--- src/rtl/fa_pkg.sv ---
// Shared types and helpers for the iterative carry-feedback adder
// sequencer and its result checker.
package fa_pkg;

    localparam int M_DEF = 16;

    typedef enum logic [1:0] {
        IDLE = 2'd0,
        LOAD = 2'd1,
        RUN  = 2'd2,
        HOLD = 2'd3
    } fa_ctrl_state_e;

    // {cout, ovf} for a default-width add; s is the sum modulo 2^M.
    function automatic logic [1:0] flags_f(
        input logic [M_DEF-1:0] a,
        input logic             b_msb,
        input logic [M_DEF-1:0] s
    );
        logic cout;
        logic ovf;
        cout = (s < a);
        ovf  = (a[M_DEF-1] == b_msb) & (s[M_DEF-1] != a[M_DEF-1]);
        return {cout, ovf};
    endfunction

endpackage

--- src/rtl/fa_flag_calc.sv ---
// Combinational carry-out / signed-overflow generator for an M-bit add,
// derived from the operands and the modulo-2^M sum.
import fa_pkg::*;

module fa_flag_calc #(
    parameter int M = M_DEF
) (
    input  logic [M-1:0] a_i,
    input  logic         b_msb_i,
    input  logic [M-1:0] s_i,
    output logic         cout_o,
    output logic         ovf_o
);

    // A wrapped unsigned sum is always smaller than either operand.
    assign cout_o = (s_i < a_i);
    assign ovf_o  = (a_i[M-1] == b_msb_i) & (s_i[M-1] != a_i[M-1]);

endmodule

--- src/rtl/fa_iter_ctrl.sv ---
// Sequencer in front of the iterative carry-feedback adder: load, wait
// for the zero-carry flag with a timeout, capture and hand off the sum.
import fa_pkg::*;

module fa_iter_ctrl #(
    parameter int M        = M_DEF,
    parameter int LOAD_CYC = 2,
    parameter int MAX_ITER = M + 1
) (
    input  logic         clk_i,
    input  logic         rst_ni,
    input  logic         in_valid_i,
    output logic         in_ready_o,
    input  logic [M-1:0] op_a_i,
    input  logic [M-1:0] op_b_i,
    output logic [M-1:0] add_a_o,
    output logic [M-1:0] add_b_o,
    output logic         add_load_o,
    input  logic         add_done_i,
    input  logic [M-1:0] add_sum_i,
    output logic         out_valid_o,
    input  logic         out_ready_i,
    output logic [M-1:0] sum_o,
    output logic         cout_o,
    output logic         ovf_o,
    output logic         err_o,
    output logic         busy_o
);

    localparam int CW = $clog2(MAX_ITER + 1);

    fa_ctrl_state_e state_q, state_d;
    logic [M-1:0]   a_q, a_d;
    logic [M-1:0]   b_q, b_d;
    logic [CW-1:0]  cnt_q, cnt_d;
    logic [M-1:0]   sum_q, sum_d;
    logic           cout_q, cout_d;
    logic           ovf_q, ovf_d;
    logic           err_q, err_d;

    logic           cap_cout;
    logic           cap_ovf;
    logic           done_ok;
    logic           timeout;

    fa_flag_calc #(.M(M)) u_flags (
        .a_i     (a_q),
        .b_msb_i (b_q[M-1]),
        .s_i     (add_sum_i),
        .cout_o  (cap_cout),
        .ovf_o   (cap_ovf)
    );

    // The flag seen on the first RUN cycle may be left over from the
    // previous operation, so it only counts from cnt==1 onwards.
    assign done_ok = add_done_i & (cnt_q != '0);
    assign timeout = (cnt_q == CW'(MAX_ITER));

    always_comb begin
        state_d = state_q;
        a_d     = a_q;
        b_d     = b_q;
        cnt_d   = cnt_q;
        sum_d   = sum_q;
        cout_d  = cout_q;
        ovf_d   = ovf_q;
        err_d   = err_q;
        unique case (state_q)
            IDLE: begin
                if (in_valid_i) begin
                    a_d     = op_a_i;
                    b_d     = op_b_i;
                    cnt_d   = '0;
                    state_d = LOAD;
                end
            end
            LOAD: begin
                if (cnt_q == CW'(LOAD_CYC - 1)) begin
                    cnt_d   = '0;
                    state_d = RUN;
                end else begin
                    cnt_d = cnt_q + CW'(1);
                end
            end
            RUN: begin
                cnt_d = cnt_q + CW'(1);
                if (done_ok || timeout) begin
                    sum_d   = add_sum_i;
                    cout_d  = cap_cout;
                    ovf_d   = cap_ovf;
                    err_d   = ~done_ok;
                    state_d = HOLD;
                end
            end
            HOLD: begin
                if (out_ready_i) begin
                    state_d = IDLE;
                end
            end
            default: state_d = IDLE;
        endcase
    end

    always_ff @(posedge clk_i or negedge rst_ni) begin
        if (!rst_ni) begin
            state_q <= IDLE;
            a_q     <= '0;
            b_q     <= '0;
            cnt_q   <= '0;
            sum_q   <= '0;
            cout_q  <= 1'b0;
            ovf_q   <= 1'b0;
            err_q   <= 1'b0;
        end else begin
            state_q <= state_d;
            a_q     <= a_d;
            b_q     <= b_d;
            cnt_q   <= cnt_d;
            sum_q   <= sum_d;
            cout_q  <= cout_d;
            ovf_q   <= ovf_d;
            err_q   <= err_d;
        end
    end

    assign in_ready_o  = (state_q == IDLE);
    assign add_load_o  = (state_q == LOAD);
    assign out_valid_o = (state_q == HOLD);
    assign busy_o      = (state_q != IDLE);
    assign add_a_o     = a_q;
    assign add_b_o     = b_q;
    assign sum_o       = sum_q;
    assign cout_o      = cout_q;
    assign ovf_o       = ovf_q;
    assign err_o       = err_q;

endmodule

--- config.mk ---
export PLATFORM = sky130hd
export DESIGN_NAME = fa_iter_ctrl
export DESIGN_NICKNAME = d
export VERILOG_FILES = /design/src/rtl/fa_pkg.sv /design/src/rtl/fa_flag_calc.sv /design/src/rtl/fa_iter_ctrl.sv
export SDC_FILE = /design/constraint.sdc
export NUM_CORES = 1
export LEC_CHECK = 0
export ABC_AREA = 1
export BUFFER_PORTS_ARGS = -buffer_cell sky130_fd_sc_hd__buf_2
export CORE_MARGIN = 1
export CORE_UTILIZATION = 53
export DETAILED_ROUTE_END_ITERATION = 16
export PLACE_DENSITY = 0.95
export SETUP_SLACK_MARGIN = 0.1
export SKIP_LAST_GASP = 1
export SLEW_MARGIN = 20
export SYNTH_ARGS = -nofsm -noshare
export SYNTH_HDL_FRONTEND = slang
export SYNTH_SLANG_ARGS = --single-unit
--- constraint.sdc ---
create_clock -name clk_i -period 3.1 [get_ports clk_i]
set_input_delay 0.465 -clock clk_i [delete_from_list [all_inputs] [get_ports clk_i]]
set_output_delay 0.465 -clock clk_i [all_outputs]
set_load 0.05 [all_outputs]
# Yosys cells after proc, flatten, opt, wreduce, memory -nomap -nowiden
# Cells that the tools add are included.
[totals]
regBits = 58
input_bits = 53
out_inout_bits = 55
word_cells = 41
[classes]
add_sub_neg = 1
n_lt_le_gt_ge = 1
n_eq_ne = 11
mux = 8
n_bitwise = 3
n_reduce_logical = 9
[op_table]
columns = ["operator", "n"]
rows = [
  ["$lt A16 B16 Y1", 1],
  ["$pmux W5 S3", 1],
  ["$mux W5", 2],
  ["$mux W2", 4],
  ["$pmux W2 S4", 1],
  ["$reduce_and A2 Y1", 3],
  ["$add A5 B1 Y5 const B", 1],
  ["$eq A5 B1 Y1 const B", 1],
  ["$eq A5 B5 Y1 const B", 1],
  ["$reduce_bool A5 Y1", 1],
  ["$eq A2 B2 Y1 const B", 2],
  ["$ne A2 B1 Y1 const B", 2],
  ["$ne A2 B2 Y1 const B", 2],
  ["$reduce_and A4 Y1", 1],
  ["$reduce_bool A3 Y1", 1],
  ["$and A1 B1 Y1", 2],
  ["$eq A2 B1 Y1 const B", 1],
  ["$logic_not A2 Y1", 1],
  ["$reduce_bool A2 Y1", 1],
  ["$eq A1 B1 Y1", 1],
  ["$logic_or A1 B1 Y1", 1],
  ["$ne A1 B1 Y1", 1],
  ["$not A1 Y1", 1],
]

# Depth between registers and ports, before layout
# Gate-level depths: netlist of the first run.
[logic_depth]
depth_word = 5
depth_mapped = 11
mapped_depth_nobuf = 11

# Hierarchy
# A second synthesis of the first run with hierarchy kept.
[hier_totals]
cells_unflattened = 288
area_unflattened_um2 = 2892.8
[by_module_without_submodules]
columns = ["module", "n_inst", "cells_each", "area_per_inst_um2", "seq_area_each_um2"]
rows = [
  ["fa_iter_ctrl", 1, 220, 2481.1, 1451.4],
  ["fa_flag_calc", 1, 68, 411.6, 0.0],
]

# Least setup slack after synthesis of the first run
# Ideal clock, no wire load.
[synth_path]
kind = "register -> output"
startpoint = "reg state_q[0]"
endpoint = "out busy_o"
arrival_time_ps = 1365
required_ps = 2635
setup_slack_ps = 1270
stages_incl_launch_ff = 4
path_buffers = 0
cell_sequence = "dfrtp_1 inv_1 ha_1 inv_1"
[synth_between]
elab_chain_cells = 1
[synth_lines]
columns = ["element", "line", "text"]
rows = [
  ["from (decl)", "fa_iter_ctrl.sv:32", "fa_ctrl_state_e state_q, state_d;"],
  ["from (signal assigned)", "fa_iter_ctrl.sv:115", "state_q <= state_d;"],
  ["$reduce_bool A2 Y1", "fa_iter_ctrl.sv:129", "assign busy_o = (state_q != IDLE);"],
  ["to (decl)", "fa_iter_ctrl.sv:27", "output logic busy_o"],
]
# Every way passes these cells.

# Worst setup path after layout of the first run
[layout_path]
startpoint = "reg state_q[0]"
endpoint = "reg b_q[3], in the netlist add_b_o[3]"
[layout_between]
elab_chain_cells = 2
[layout_lines]
columns = ["element", "line", "text"]
rows = [
  ["$logic_not A2 Y1", "fa_iter_ctrl.sv:68", "unique case (state_q)"],
  ["$reduce_and A2 Y1 (no line)", "--", ""],
  ["to (signal assigned)", "fa_iter_ctrl.sv:108", "b_q <= '0;"],
  ["to (signal assigned)", "fa_iter_ctrl.sv:117", "b_q <= b_d;"],
  ["to (decl)", "fa_iter_ctrl.sv:34", "logic [M-1:0] b_q, b_d;"],
]
# Every way passes these cells.
# A chain may end at the register's enable or synchronous reset.

==> impl_metrics.csv, run 1 <==
group,metric,value,unit
route,dr.pass1.iters,4,
sta,rsz0062_at_grt,"no",
grt,overflow,0,
grt,grtUsageTotal,22.6,%
floorplanning,die_w,75.2,um
sta,slew_violations,0,
floorplanning,row_count,26,
logic_synthesis,synthAdderAreaFrac,10.1,%
worst_setup_path,timing.critical_path.buf_inv,1,
worst_setup_path,crit_path_cell_trace,"inv_1 > ha_1 > nand2_2 > mux2_2",
cts,clock_sinks,58,
min_path,min_path_type,"primary input to asynchronous set/reset pin",
worst_setup_path,critPathTopFamily,"simple AND/OR/NAND/NOR gates",
floorplanning,initial_utilization,55.2,%
floorplanning,fp.dieArea,0.00565,sq mm
cts,cts_buffers,9,
route,wl,6060,um
grt,antenna_found_initial,0,
sta,finClkSkew,0.00583,ns
sta,fmax,511,MHz
logic_synthesis,syn_area_per_cell,9.43,sq um
sta,layout_setup_ws,1.14,ns
grt,grt_max_degree,49,
route,wl_per_cell,12.5,um
route,vias,2370,
cts,cts_htree_levels,3,
final_layout,diodes,0,
route,drc,0,
route,via_per_inst,4.89,
sta,relSlewSlack,41.2,%
worst_setup_path,max_stage_delay,0.66,ns
cts,hold_buffers,0,
placed_design,dpl.hpwl,4540,um
logic_synthesis,synth_compound_area_share,6.35,%
logic_synthesis,yosys.area_share.simple,18.4,%
logic_synthesis,synth_top_family_by_area,"simple AND/OR/NAND/NOR gates",
worst_setup_path,cp-end-kind,"register",
floorplanning,ios,108,
worst_setup_path,slowest_stage,"nand2_2",
cts,cts_resized,0,
sta,setup_viol,0,
grt,grt_pass1_vias,2203,
cts,tritoncts,"built",
worst_setup_path,cp.required,3.30,ns
logic_synthesis,synth_cell_types,28,
cts,clkLatencyLatePin,0.32,ns
sta,tightest_slew,0.879,ns
logic_synthesis,synth_seq_cells,58,
cts,clk_transition_reported_paths,0.06,ns
cts,cts_setup_buffers,0,
placed_design,post-place-ws,1.11,ns
floorplanning,coreArea,0.00514,sq mm
logic_synthesis,synthXorXnorAreaFrac,0.309,%
route,postRouteAntennaNets,0,
sta,period_share,63.2,%
logic_synthesis,synth_top_area_cell,"dfrtp_1",
logic_synthesis,synth_cells,301,
logic_synthesis,synth_top_area_share,51.1,%
final_layout,synthToLayoutAreaGrowth,27.0,%
worst_setup_path,cp-start-kind,"register",
worst_setup_path,critPathMaxFanout,48,
placed_design,place.gp.congestion,0.765,
placed_design,io_buffer_count,107,
logic_synthesis,synth_area,0.00284,sq mm
final_layout,final_layout_size_suffix_gt1_share,35.9,%
grt,grt_pass1_wl,9360,um
run_status,status,"complete, no violations",
final_layout,fin_nets,487,
logic_synthesis,yosysWarnings,0,
floorplanning,die_y,75.2,um
logic_synthesis,ys_seq_area_share,51.1,%
route,drt_iter0_drc,85,
logic_synthesis,syn_nets,377,
sta,layout_min_cycle_time,1.96,ns
worst_setup_path,crit_arrival,2.15,ns
sta,finalHoldViolations,0,
worst_setup_path,criticalPathCategory,"register to register",
logic_synthesis,synthMuxAreaShare,6.35,%
sta,fin_tns_setup,0,ns
logic_synthesis,synth.area.top_cells,"dfrtp_1, nand2_1, ha_1",
cts,root_buffer,"clkbuf_8",
run,drv_cap,0,
cts,cts_buffer_depth,2,
final timing paths:
kind | end | slack (ns) | start | cells after the start
max | add_b_o[3] | 1.14 | state_q[0] | 4
min | cnt_q[0] | 0.26 | rst_ni | 1
max reg2reg | add_b_o[3] | 1.14 | state_q[0] | 4
min reg2reg | sum_o[5] | 0.47 | sum_o[5] | 2
max in group asynchronous | add_a_o[7] | 2.06 | rst_ni | 2
min in group clk_i | sum_o[2] | 0.36 | add_sum_i[2] | 3
cell usage in the layout, fill, tap and decap left out:
master     instances
o21a_1             2
nor2_1            20
xnor2_1            1
clkbuf_8          12
nor4_1             1
inv_1             34
mux2_2            16
bufinv_16          1
and3b_1            1
inv_6              1
clkinv_2           1
o21ai_0            3
o21ai_1            1
nand2_4            1
dfrtp_1           58
a21oi_1           26
nor3_1             1
clkbuf_1           1
nor2_4             1
nand3_1            8
ha_1              23
nand2_1           83
buf_4              1
o21ai_2            1
and2_1             1
o22ai_1            1
nand2_2            7
buf_2            107
and3_1             1
flip-flops by register name (all words and copies together) (netlist names):
| signal | cells |
|---|---|
| cout_o | 1 |
| ovf_o | 1 |
| err_o | 1 |
| add_b_o | 16 |
| sum_o | 16 |
| cnt_q | 5 |
| add_a_o | 16 |
| state_q | 2 |
synth_stat cells (all sizes together):
cell type and instances:
dfrtp 58, buf 8, inv 35, o22ai 1, and3 1, ha 23, nor2 21, o21ai 5
mux2 16, and3b 1, nand2 91, o21a 2, nor3 1, xnor2 1, and2 1, nand3 8
clkbuf 1, nor4 1, a21oi 26
layer usage:
layer / vias to the layer above / GRT usage, % / share of wire, % / wire length [um]
met5: - / 0 / 0 / 0
met2: 96 / 39.8 / 51 / 3080
met4: 0 / 11.5 / 1.4 / 82
li1: 1173 / - / - / -
met1: 1095 / 25.6 / 41 / 2490
met3: 6 / 5.49 / 6.8 / 411
per-stage QoR:
stage | utilization (%) | cell area (sq um) | hold WS [ns] | std cells
after floorplan | - | 2840 | 0.169 | 301
after global placement | 66.2 | 3400 | 0.456 | 470
after detailed placement | 66.2 | 3400 | 0.462 | 470
after CTS | 70.1 | 3600 | 0.286 | 485
after global routing | 70.1 | 3600 | 0.330 | 485
final | 70.1 | 3600 | 0.262 | 485
area by class of cell:
type / count / area [sq um]
fillers: 449 / 1540
flip-flops and latches: 58 / 1450
multi-input cells: 199 / 1180
repair buffers: 108 / 543
clock buffers: 13 / 169
inverters: 35 / 136
well taps: 70 / 87.6
clock inverters: 2 / 35.0
cell families (layout without fill, tap and decap cells):
| family | Yosys count | in the layout |
|---|---|---|
| compound gates | 34 | 34 |
| xor+xnor | 1 | 1 |
| fa+ha+maj | 23 | 23 |
| buf+inv | 44 | 158 |
| flops | 58 | 58 |
| mux | 16 | 16 |
| simple gates | 125 | 125 |
Power of run 1 is left out: the tool's default activity adds up to more than one toggle a clock period on the data nets, which glitch-free logic cannot reach.
==> run 2, diff against run 1 <==
Settings changed: CORE_UTILIZATION 53 to 49, PLACE_DENSITY 0.95 to 0.92.
Clock period 3.1 ns to 2 ns, I/O delays scaled along.
==> run 2 against run 1 <==
Compared with the run above:
- global-route usage fell by 0.41 points
- critical endpoint is now busy_o
- first-iteration DRC count shrank 45%
- critical path type is now register to output port
- clock skew grew 0.0015 ns
- via count rose by 2.9%
- final cell count rose by 1.2%
- largest cell class unchanged
- critical path depth unchanged
- clock-buffer cell count shrank 3
- register-to-register slack lost 0.83 ns
- utilization decreased by 4.8 points
- final area grew 0.38%
- sequential share of layout area is 0.15 points lower
- die area up 7.9%
==> impl_metrics.csv, run 2 (synthesized netlist as in run 1, its figures left out) <==
group,metric,value,unit
grt,grt_pass1_vias,2442,
grt,grtUsageTotal,22.2,%
grt,overflow,0,
final_layout,final_layout_size_suffix_gt1_share,36.3,%
cts,cts_htree_levels,3,
worst_setup_path,rr_startpoint,"state_q[0]",
grt,grtUsageMet2,38.9,%
floorplanning,ios,108,
cts,clk_transition_reported_paths,0.07,ns
placed_design,dpl.hpwl,4730,um
grt,grt_max_degree,26,
placed_design,place.gp.congestion,0.857,
pwr,seqPwrFrac,28.2,%
worst_setup_path,worstRegToRegCells,6,
floorplanning,fp.dieArea,0.00610,sq mm
floorplanning,die_w,78.1,um
min_path,min_path_type,"primary input to register",
pwr,ir_worst_vdd,1280,uV
run,drv_cap,0,
route,postRouteAntennaNets,0,
worst_setup_path,path_common_cell,"inv_1",
worst_setup_path,cp-end-kind,"output port",
route,drt_iter0_drc,47,
worst_setup_path,cp-start-kind,"register",
grt,grt_use_met3,4.42,%
pwr,switching_share,53.2,%
final_layout,fin_nets,490,
sta,rsz0062_at_grt,"no",
min_path,min_from,"add_sum_i[5]",
final_layout,nFillCells,459,
sta,fmax,562,MHz
route,vias,2438,
run_status,status,"complete, no violations",
cts,cts_buffers,9,
pwr,leakagePower,2.06,nW
min_path,worstHoldPathCells,3,
grt,antenna_found_initial,0,
pwr,powerDensity,1970,mW/mm^2
sta,holdWs,0.185,ns
worst_setup_path,criticalPathCategory,"register to output port",
sta,tightest_slew,0.469,ns
floorplanning,coreArea,0.00554,sq mm
sta,fin_tns_setup,0,ns
placed_design,io_buffer_count,107,
worst_setup_path,crit_arrival,1.48,ns
pwr,p_switching,0.00379,W
sta,layout_min_cycle_time,1.78,ns
route,wl_per_cell,12.7,um
worst_setup_path,critPathMaxFanout,5,
cts,clock_sinks,58,
cts,cts_buffer_depth,2,
final_layout,mostFrequentLayoutCells,"buf_2, nand2_1, dfrtp_1, inv_1, a21oi_1",
cts,tritoncts,"built",
worst_setup_path,slowest_stage,"dfrtp_1",
route,wl,6240,um
worst_setup_path,cp.required,1.70,ns
route,dr.pass1.iters,4,
pwr,power.total,0.00711,W
pwr,p_int,0.00333,W
final_layout,synthToLayoutAreaGrowth,27.5,%
sta,slew_violations,0,
floorplanning,row_count,27,
floorplanning,die_y,78.1,um
grt,grt_pass1_wl,10600,um
route,drc,0,
worst_setup_path,crit_path_cell_trace,"inv_1 > ha_1 > inv_1 > buf_2",
final_layout,layout_commonest_cell,"buf_2",
final_layout,diodes,0,
grt,top_usage_layer,"met2",
route,via_per_inst,4.97,
cts,clkLatencyLatePin,0.33,ns
worst_setup_path,max_stage_delay,0.42,ns
sta,period_share,88.9,%
cts,root_buffer,"clkbuf_8",
sta,finClkSkew,0.00732,ns
sta,relSlewSlack,68.8,%
pwr,p_comb_share,57.4,%
grt,met1_usage,27.0,%
floorplanning,initial_utilization,51.2,%
sta,setup_viol,0,
worst_setup_path,reg2reg_to,"add_a_o[7]",
worst_setup_path,r2r_slack,0.31,ns
min_path,min_to,"sum_o[5]",
pwr,p_clk_share,14.4,%
sta,finalHoldViolations,0,
==> run 2: cell types whose count changed in the layout (fill, tap and decap cells not counted), sizes merged <==
cell	previous run	this run
clkbuf	13	10
clkinv	1	4
buf	108	110
clkinvlp	0	1
dlygate4sd3	0	1
==> run 2: final cells by class <==
class / count / area, sq um / share of cell area (%)
Multi-Input combinational cell: 199 / 1190 / 32.8
Tap cell: 72 / 90.1 / 2.49
Timing Repair Buffer: 111 / 568 / 15.7
Clock buffer: 10 / 128 / 3.53
Sequential cell: 58 / 1450 / 40.1
Inverter: 35 / 136 / 3.77
Clock inverter: 6 / 57.6 / 1.59
==> run 2: critical path: cells and delay by family (launching register included) <==
kind / cells / cell delay, ns
buffers and inverters: 3 / 0.46
DFF: 1 / 0.42
adders and majority gates: 1 / 0.28
==> run 2: how the worst max path moves through the flow <==
stage,startpoint,endpoint,slack [ns],depth (start not counted)
floorplan,state_q[0],add_a_o[11],0.25,7
global placement,state_q[0],add_a_o[7],0.30,6
detailed placement,state_q[0],add_a_o[7],0.17,6
CTS,state_q[0],add_a_o[7],0.14,6
global route,state_q[0],busy_o,0.15,4
finish,state_q[0],busy_o,0.22,4
==> run 2: metrics by stage <==
step / utilization [%] / instances / instance area (sq um) / setup slack [ns]
6_report: 65.3 / 491 / 3620 / 0.221
5_1_grt: 65.3 / 491 / 3620 / 0.146
4_1_cts: 65.2 / 491 / 3610 / 0.142
3_5_place_dp: 61.7 / 474 / 3420 / 0.167
3_3_place_gp: 61.7 / 474 / 3420 / 0.305
2_1_floorplan: - / 301 / 2840 / 0.253
==> run 2: repair_timing <==
item / 4_1_cts / 5_1_grt
endpoints found under the setup margin: 0 / 12
setup buffers: 0 / 0
hold buffers: 1 / 0
resized for setup: 0 / 1
endpoints found under the hold margin: 20 / 0
==> run 2: per-layer routing <==
layer  up-vias  share of wire (%)
met1      1154                 44
li1       1186                  -
met3        11                5.3
met5         -                  0
met4         0                1.4
met2        87                 49
==> run 2: power groups by stage <==
stage	clock (W)	sequential (W)	combinational, W
2_1_floorplan	0	0.00366	0.00154
3_3_place_gp	0	0.00199	0.00399
3_5_place_dp	0	0.00202	0.00409
4_1_cts	0.00105	0.00201	0.00411
5_1_grt	0.00111	0.00208	0.00442
6_report	0.00102	0.00201	0.00408
Power figures use the tool's default switching activity.
